$ cat src/rtl/acc_drain_int4.sv
// Snapshots NUM_LANES accumulators on start, requantizes each (rounding shift + saturate) and
// streams one lane per beat; first beat one cycle after start, beats hold while out_ready is low.
module acc_drain_int4 #(
  parameter int ACC_WIDTH   = 16,
  parameter int DATA_WIDTH  = 4,
  parameter int NUM_LANES   = 4,
  parameter int SHIFT_WIDTH = 4
) (
  input  logic                           i_clk,
  input  logic                           i_reset,
  input  logic                           i_start,
  input  logic [NUM_LANES*ACC_WIDTH-1:0] i_acc_in,
  input  logic [SHIFT_WIDTH-1:0]         i_shift,
  output logic                           o_clear_acc,
  output logic                           o_busy,
  output logic                           o_out_valid,
  input  logic                           i_out_ready,
  output logic [DATA_WIDTH-1:0]          o_out_data,
  output logic                           o_out_last
);

  localparam int IDX_W = (NUM_LANES > 1) ? $clog2(NUM_LANES) : 1;
  localparam logic [IDX_W-1:0] LAST_IDX = IDX_W'(NUM_LANES - 1);
  localparam logic signed [ACC_WIDTH:0] SAT_HI = (ACC_WIDTH+1)'((1 <<< (DATA_WIDTH - 1)) - 1);
  localparam logic signed [ACC_WIDTH:0] SAT_LO = (ACC_WIDTH+1)'(-(1 <<< (DATA_WIDTH - 1)));

  typedef enum logic {S_IDLE, S_SEND} state_t;

  // One extra bit of headroom keeps the rounding add from wrapping at the lane extremes.
  function automatic logic [DATA_WIDTH-1:0] requant(input logic [ACC_WIDTH-1:0]   a,
                                                    input logic [SHIFT_WIDTH-1:0] s);
    logic signed [ACC_WIDTH:0] ext;
    logic signed [ACC_WIDTH:0] v;
    logic        [ACC_WIDTH:0] half;
    ext  = $signed({a[ACC_WIDTH-1], a});
    half = '0;
    if (s != '0) half = (ACC_WIDTH+1)'(1) << (s - SHIFT_WIDTH'(1));
    v = (ext + $signed(half)) >>> s;
    if (v > SAT_HI)      requant = SAT_HI[DATA_WIDTH-1:0];
    else if (v < SAT_LO) requant = SAT_LO[DATA_WIDTH-1:0];
    else                 requant = v[DATA_WIDTH-1:0];
  endfunction

  logic [ACC_WIDTH-1:0]   w_lane [NUM_LANES];
  logic [IDX_W-1:0]       w_next_idx;
  logic [DATA_WIDTH-1:0]  w_first_q;
  logic [DATA_WIDTH-1:0]  w_next_q;

  state_t                 r_state;
  logic [ACC_WIDTH-1:0]   r_snap [NUM_LANES];
  logic [SHIFT_WIDTH-1:0] r_shift;
  logic [IDX_W-1:0]       r_idx;
  logic                   r_busy;
  logic                   r_clear;
  logic [DATA_WIDTH-1:0]  r_data;
  logic                   r_last;

  for (genvar g = 0; g < NUM_LANES; g++) begin : g_lane
    assign w_lane[g] = i_acc_in[g*ACC_WIDTH +: ACC_WIDTH];
  end

  // The next beat is requantized ahead of time so outputs come straight from flops.
  assign w_next_idx = r_idx + IDX_W'(1);
  assign w_first_q  = requant(w_lane[0], i_shift);
  assign w_next_q   = requant(r_snap[w_next_idx], r_shift);

  always_ff @(posedge i_clk) begin
    if (i_reset) begin
      r_state <= S_IDLE;
      r_shift <= '0;
      r_idx   <= '0;
      r_busy  <= 1'b0;
      r_clear <= 1'b0;
      r_data  <= '0;
      r_last  <= 1'b0;
      for (int i = 0; i < NUM_LANES; i++) r_snap[i] <= '0;
    end else begin
      r_clear <= 1'b0;
      case (r_state)
        S_IDLE: begin
          if (i_start) begin
            for (int i = 0; i < NUM_LANES; i++) r_snap[i] <= w_lane[i];
            r_shift <= i_shift;
            r_idx   <= '0;
            r_data  <= w_first_q;
            r_last  <= (NUM_LANES == 1);
            r_busy  <= 1'b1;
            r_clear <= 1'b1;
            r_state <= S_SEND;
          end
        end
        S_SEND: begin
          if (i_out_ready) begin
            if (r_last) begin
              r_busy  <= 1'b0;
              r_last  <= 1'b0;
              r_data  <= '0;
              r_idx   <= '0;
              r_state <= S_IDLE;
            end else begin
              r_idx  <= w_next_idx;
              r_data <= w_next_q;
              r_last <= (w_next_idx == LAST_IDX);
            end
          end
        end
        default: r_state <= S_IDLE;
      endcase
    end
  end

  assign o_clear_acc = r_clear;
  assign o_busy      = r_busy;
  assign o_out_valid = r_busy;
  assign o_out_data  = r_data;
  assign o_out_last  = r_last;

endmodule
$ cat config.mk
export PLATFORM = sky130hd
export DESIGN_NAME = acc_drain_int4
export DESIGN_NICKNAME = d
export VERILOG_FILES = /design/src/rtl/acc_drain_int4.sv
export SDC_FILE = /design/constraint.sdc
export NUM_CORES = 1
export LEC_CHECK = 0
export BUFFER_PORTS_ARGS = -buffer_cell sky130_fd_sc_hd__clkbuf_2
export CELL_PAD_IN_SITES_DETAIL_PLACEMENT = 1
export CELL_PAD_IN_SITES_GLOBAL_PLACEMENT = 1
export CORE_UTILIZATION = 50
export CTS_BUF_LIST = sky130_fd_sc_hd__clkbuf_2
export DETAILED_ROUTE_END_ITERATION = 8
export GPL_TIMING_DRIVEN = 0
export PLACE_DENSITY = 0.91
export SYNTH_ARGS = -nofsm -noshare
export SYNTH_HDL_FRONTEND = slang
export SYNTH_SLANG_ARGS = --single-unit
$ cat constraint.sdc
create_clock -name i_clk -period 11.3 [get_ports i_clk]
set_input_delay 1.13 -clock i_clk [delete_from_list [all_inputs] [get_ports i_clk]]
set_output_delay 1.13 -clock i_clk [all_outputs]
set_load 0.02 [all_outputs]
==> results.py <==
metrics = {
    "clock_network": {
        "root_buffer": "clkbuf_2",
        "postCtsSetupBuffers": 0,
        "clkSinkCount": 78,
        "postCtsHoldBufs": 0,
        "cts_tree": "built",
        "clk_latency_ps": 580,
        "cts_max_path_buffers": 2,
        "clk_pin_slew_ps": 280,
        "htreeDepth": 3,
        "cts_buffers": 9,
        "cts_resized": 0,
    },
    "die": {
        "die_x_um": 122,
        "rows": 43,
        "start_util_pct": 51.6,
        "ioPinCount": 80,
        "core_area_mm2": 0.0139,
        "die_area_mm2": 0.0149,
        "die_y_um": 122,
    },
    "power_and_ir_drop": {
        "switching_share_pct": 39.9,
        "p_leak_uw": 0.00328,
        "switching_power_uw": 319,
        "comb_power_share_pct": 37.4,
        "sequentialPowerShare_pct": 42.8,
        "ir_drop_uv": 62.7,
        "pwr_density_cell_mw_per_mm2": 101,
        "clock_power_share_pct": 19.8,
        "total_power_uw": 800,
        "p_int_uw": 481,
    },
    "critical_path": {
        "worst-path-buf-inv": 6,
        "ff2ff_path_depth": 20,
        "crit_start": "r_idx[0]",
        "ff2ff_setup_slack_ps": 3950,
        "r2r-start": "r_idx[0]",
        "crit_chain": "buf_2, clkbuf_1, inv_1, ha_1, clkbuf_1, clkbuf_1, mux4_2, ha_1, buf_2, a21o_1, a31oi_1, a41oi_1, xor2_1, a211oi_1, nor4_1, o21ai_0, nor4b_1, a31oi_1, o221a_2, a211oi_1",
        "crit_required_ps": 11800,
        "critPathCaptureType": "flop",
        "cp_top_family": "buffers and inverters",
        "cp-start-kind": "flop",
        "cpMostUsedCell": "clkbuf_1",
        "cp_data_arrival_time_ps": 7840,
        "cp_slowest_cell": "clkbuf_1",
        "timing.rr.end": "o_out_data[0]",
        "cpPeakStageDelay_ps": 700,
        "critPathMaxFanout": 10,
        "crit_type": "flop to flop",
    },
    "timing": {
        "clock_skew_ps": 32.8,
        "rsz0062_at_grt": "false",
        "slew_headroom_pct": 30.4,
        "setup_ws_ps": 3950,
        "fin_crit_sh_pct": 65.0,
        "setup_viol": 0,
        "whs_ps": 512,
        "fin_crit_ps": 7350,
        "setup_tns_ps": 0,
        "fmax_ghz": 0.136,
        "worst_slew_pin_slew_ps": 1040,
        "finalMaxSlewViolations": 0,
        "hold_violations": 0,
    },
    "layout": {
        "diodes": 0,
        "fin_nets": 1028,
        "final_cells": 1106,
        "syn_to_final_growth_pct": 10.7,
        "final_layout_size_suffix_gt1_share_pct": 15.6,
    },
    "synth": {
        "synth_cell_types": 80,
        "synthCells": 829,
        "synth_edf_count": 64,
        "yosys_warnings": 0,
        "synthFlopType": "edfxtp_1",
        "ys_seq_area_share_pct": 30.6,
        "async_flop_share_pct": 0,
        "synth_area_mm2": 0.00719,
        "synth_seq_cells": 78,
        "syn_avg_cell_area_um2": 8.67,
    },
    "global_routing": {
        "antenna_found_initial": 0,
        "grt_overflow_total": 0,
        "grt_pass1_vias": 7314,
        "grt_pass1_wl_mm": 39.3,
        "grt_max_degree": 36,
        "track_usage_pct": 34.8,
    },
    "run_status": {
        "status": "completed",
    },
    "route": {
        "wl_per_cell_um": 23.0,
        "drt_iter0_markers": 703,
        "routed_wl_mm": 25.5,
        "firstDrtPassIters": 6,
        "drc_errors": 0,
        "postRouteAntennaNets": 0,
        "vias": 7320,
        "routed_via_density": 6.62,
    },
    "place": {
        "dp_slack_ps": 4030,
        "hpwl_mm": 19.8,
        "dp.cells": 1090,
        "gp_congestion": 0.936,
        "port_buffers": 79,
    },
    "run": {
        "cap_violations": 0,
    },
    "worst_hold_path": {
        "hold_start": "o_out_data[1]",
        "min_path_type": "flop to flop",
        "hold_depth": 2,
        "hold_path_end": "o_out_data[1]",
    },
}
layout by cell type, fill, tap and decap left out, types with 22 or more instances in the layout:
cell	netlist	routed
a21oi_1	58	58
and2_1	72	72
clkbuf_1	36	36
clkbuf_2	1	89
edfxtp_1	64	64
ha_1	33	33
inv_1	22	22
nand2_1	75	75
nor2_1	93	93
o21ai_0	37	37
logic make-up after synthesis:
family	share of synthesized area (%)
AND/OR/NAND/NOR	23.0
AO/OA/AOI/OAI	23.7
flip-flops	30.6
buffers and inverters	4.13
multiplexers	8.98
adder cells (fa/ha/maj)	6.30
XOR/XNOR	3.17
other	0.0522
per-layer routing:
layer	vias to the layer above	GRT usage [%]	part of all wire [%]
met3	86	4.87	6.3
met2	349	59.9	50
met1	3588	43.7	40
met4	0	14.4	4.1
li1	3297	-	-
met5	-	0	0
registers in the layout, indices dropped and copies added (netlist names):
name / count
r_state: 1
o_clear_acc: 1
o_out_last: 1
o_busy: 1
r_snap: 64
o_out_data: 4
r_idx: 2
r_shift: 4
worst max-delay path by stage:
stage,end,depth (start not counted)
3_3_place_gp,o_out_data[0],20
3_5_place_dp,o_out_data[0],22
4_1_cts,o_out_data[0],22
2_1_floorplan,o_out_data[0],21
5_1_grt,o_out_data[0],22
6_report,o_out_data[0],20
worst register-to-register path, delay by kind of cell, from the launching register on:
family	cells	cell delay, ps
buffers and inverters	6	2400
AOI/OAI and AO/OA	8	2090
xor gates and xnor gates	1	660
and+or+nand+nor	2	650
adders and majority gates	2	640
muxes	1	470
DFF	1	370
stage by stage:
| step | util [%] | area (µm²) |
|---|---|---|
| after floorplan | - | 7190 |
| after global placement | 56.1 | 7810 |
| after detailed placement | 56.2 | 7830 |
| after CTS | 57.1 | 7950 |
| after global routing | 57.1 | 7950 |
| final | 57.1 | 7950 |
synthesized netlist by cell type, types with 5 or more instances:
cell,number,area share (%)
a211o_1,7,0.85
a211oi_1,16,1.7
a21o_1,12,1.3
a21oi_1,58,4.0
a22oi_1,9,0.94
a31oi_1,9,0.78
and2_1,72,6.3
and3_1,9,0.78
buf_1,5,0.26
buf_2,8,0.56
clkbuf_1,36,1.9
dfxtp_1,14,3.9
edfxtp_1,64,27
ha_1,33,5.7
inv_1,22,1.1
mux2i_1,15,2.1
mux4_2,21,6.6
nand2_1,75,3.9
nand2b_1,14,1.2
nand3_1,19,1.3
nand4_1,5,0.44
nor2_1,93,4.9
nor2b_1,6,0.52
nor3_1,14,0.97
nor4_1,6,0.52
o2111ai_1,5,0.61
o211ai_1,10,1.0
o21a_1,8,0.84
o21ai_0,37,2.6
o31ai_1,5,0.52
or3_1,7,0.61
xnor2_1,16,1.9
xor2_1,10,1.2
area by class of cell:
class | count | area [µm²]
clock buffer | 9 | 45.0
timing repair buffer | 80 | 415
sequential | 78 | 2200
clock inverter | 7 | 73.8
fill | 1714 | 5980
inverter | 22 | 82.6
multi-input combinational | 678 | 4690
buffer | 52 | 214
tap | 180 | 225
power groups by stage:
stage	sequential (µW)	clock (µW)	combinational (µW)
finish	342	158	299
global route	344	169	320
CTS	342	160	291
detailed placement	349	0	289
global placement	346	0	276
floorplan	347	0	198
Power figures use the tool's default switching activity.
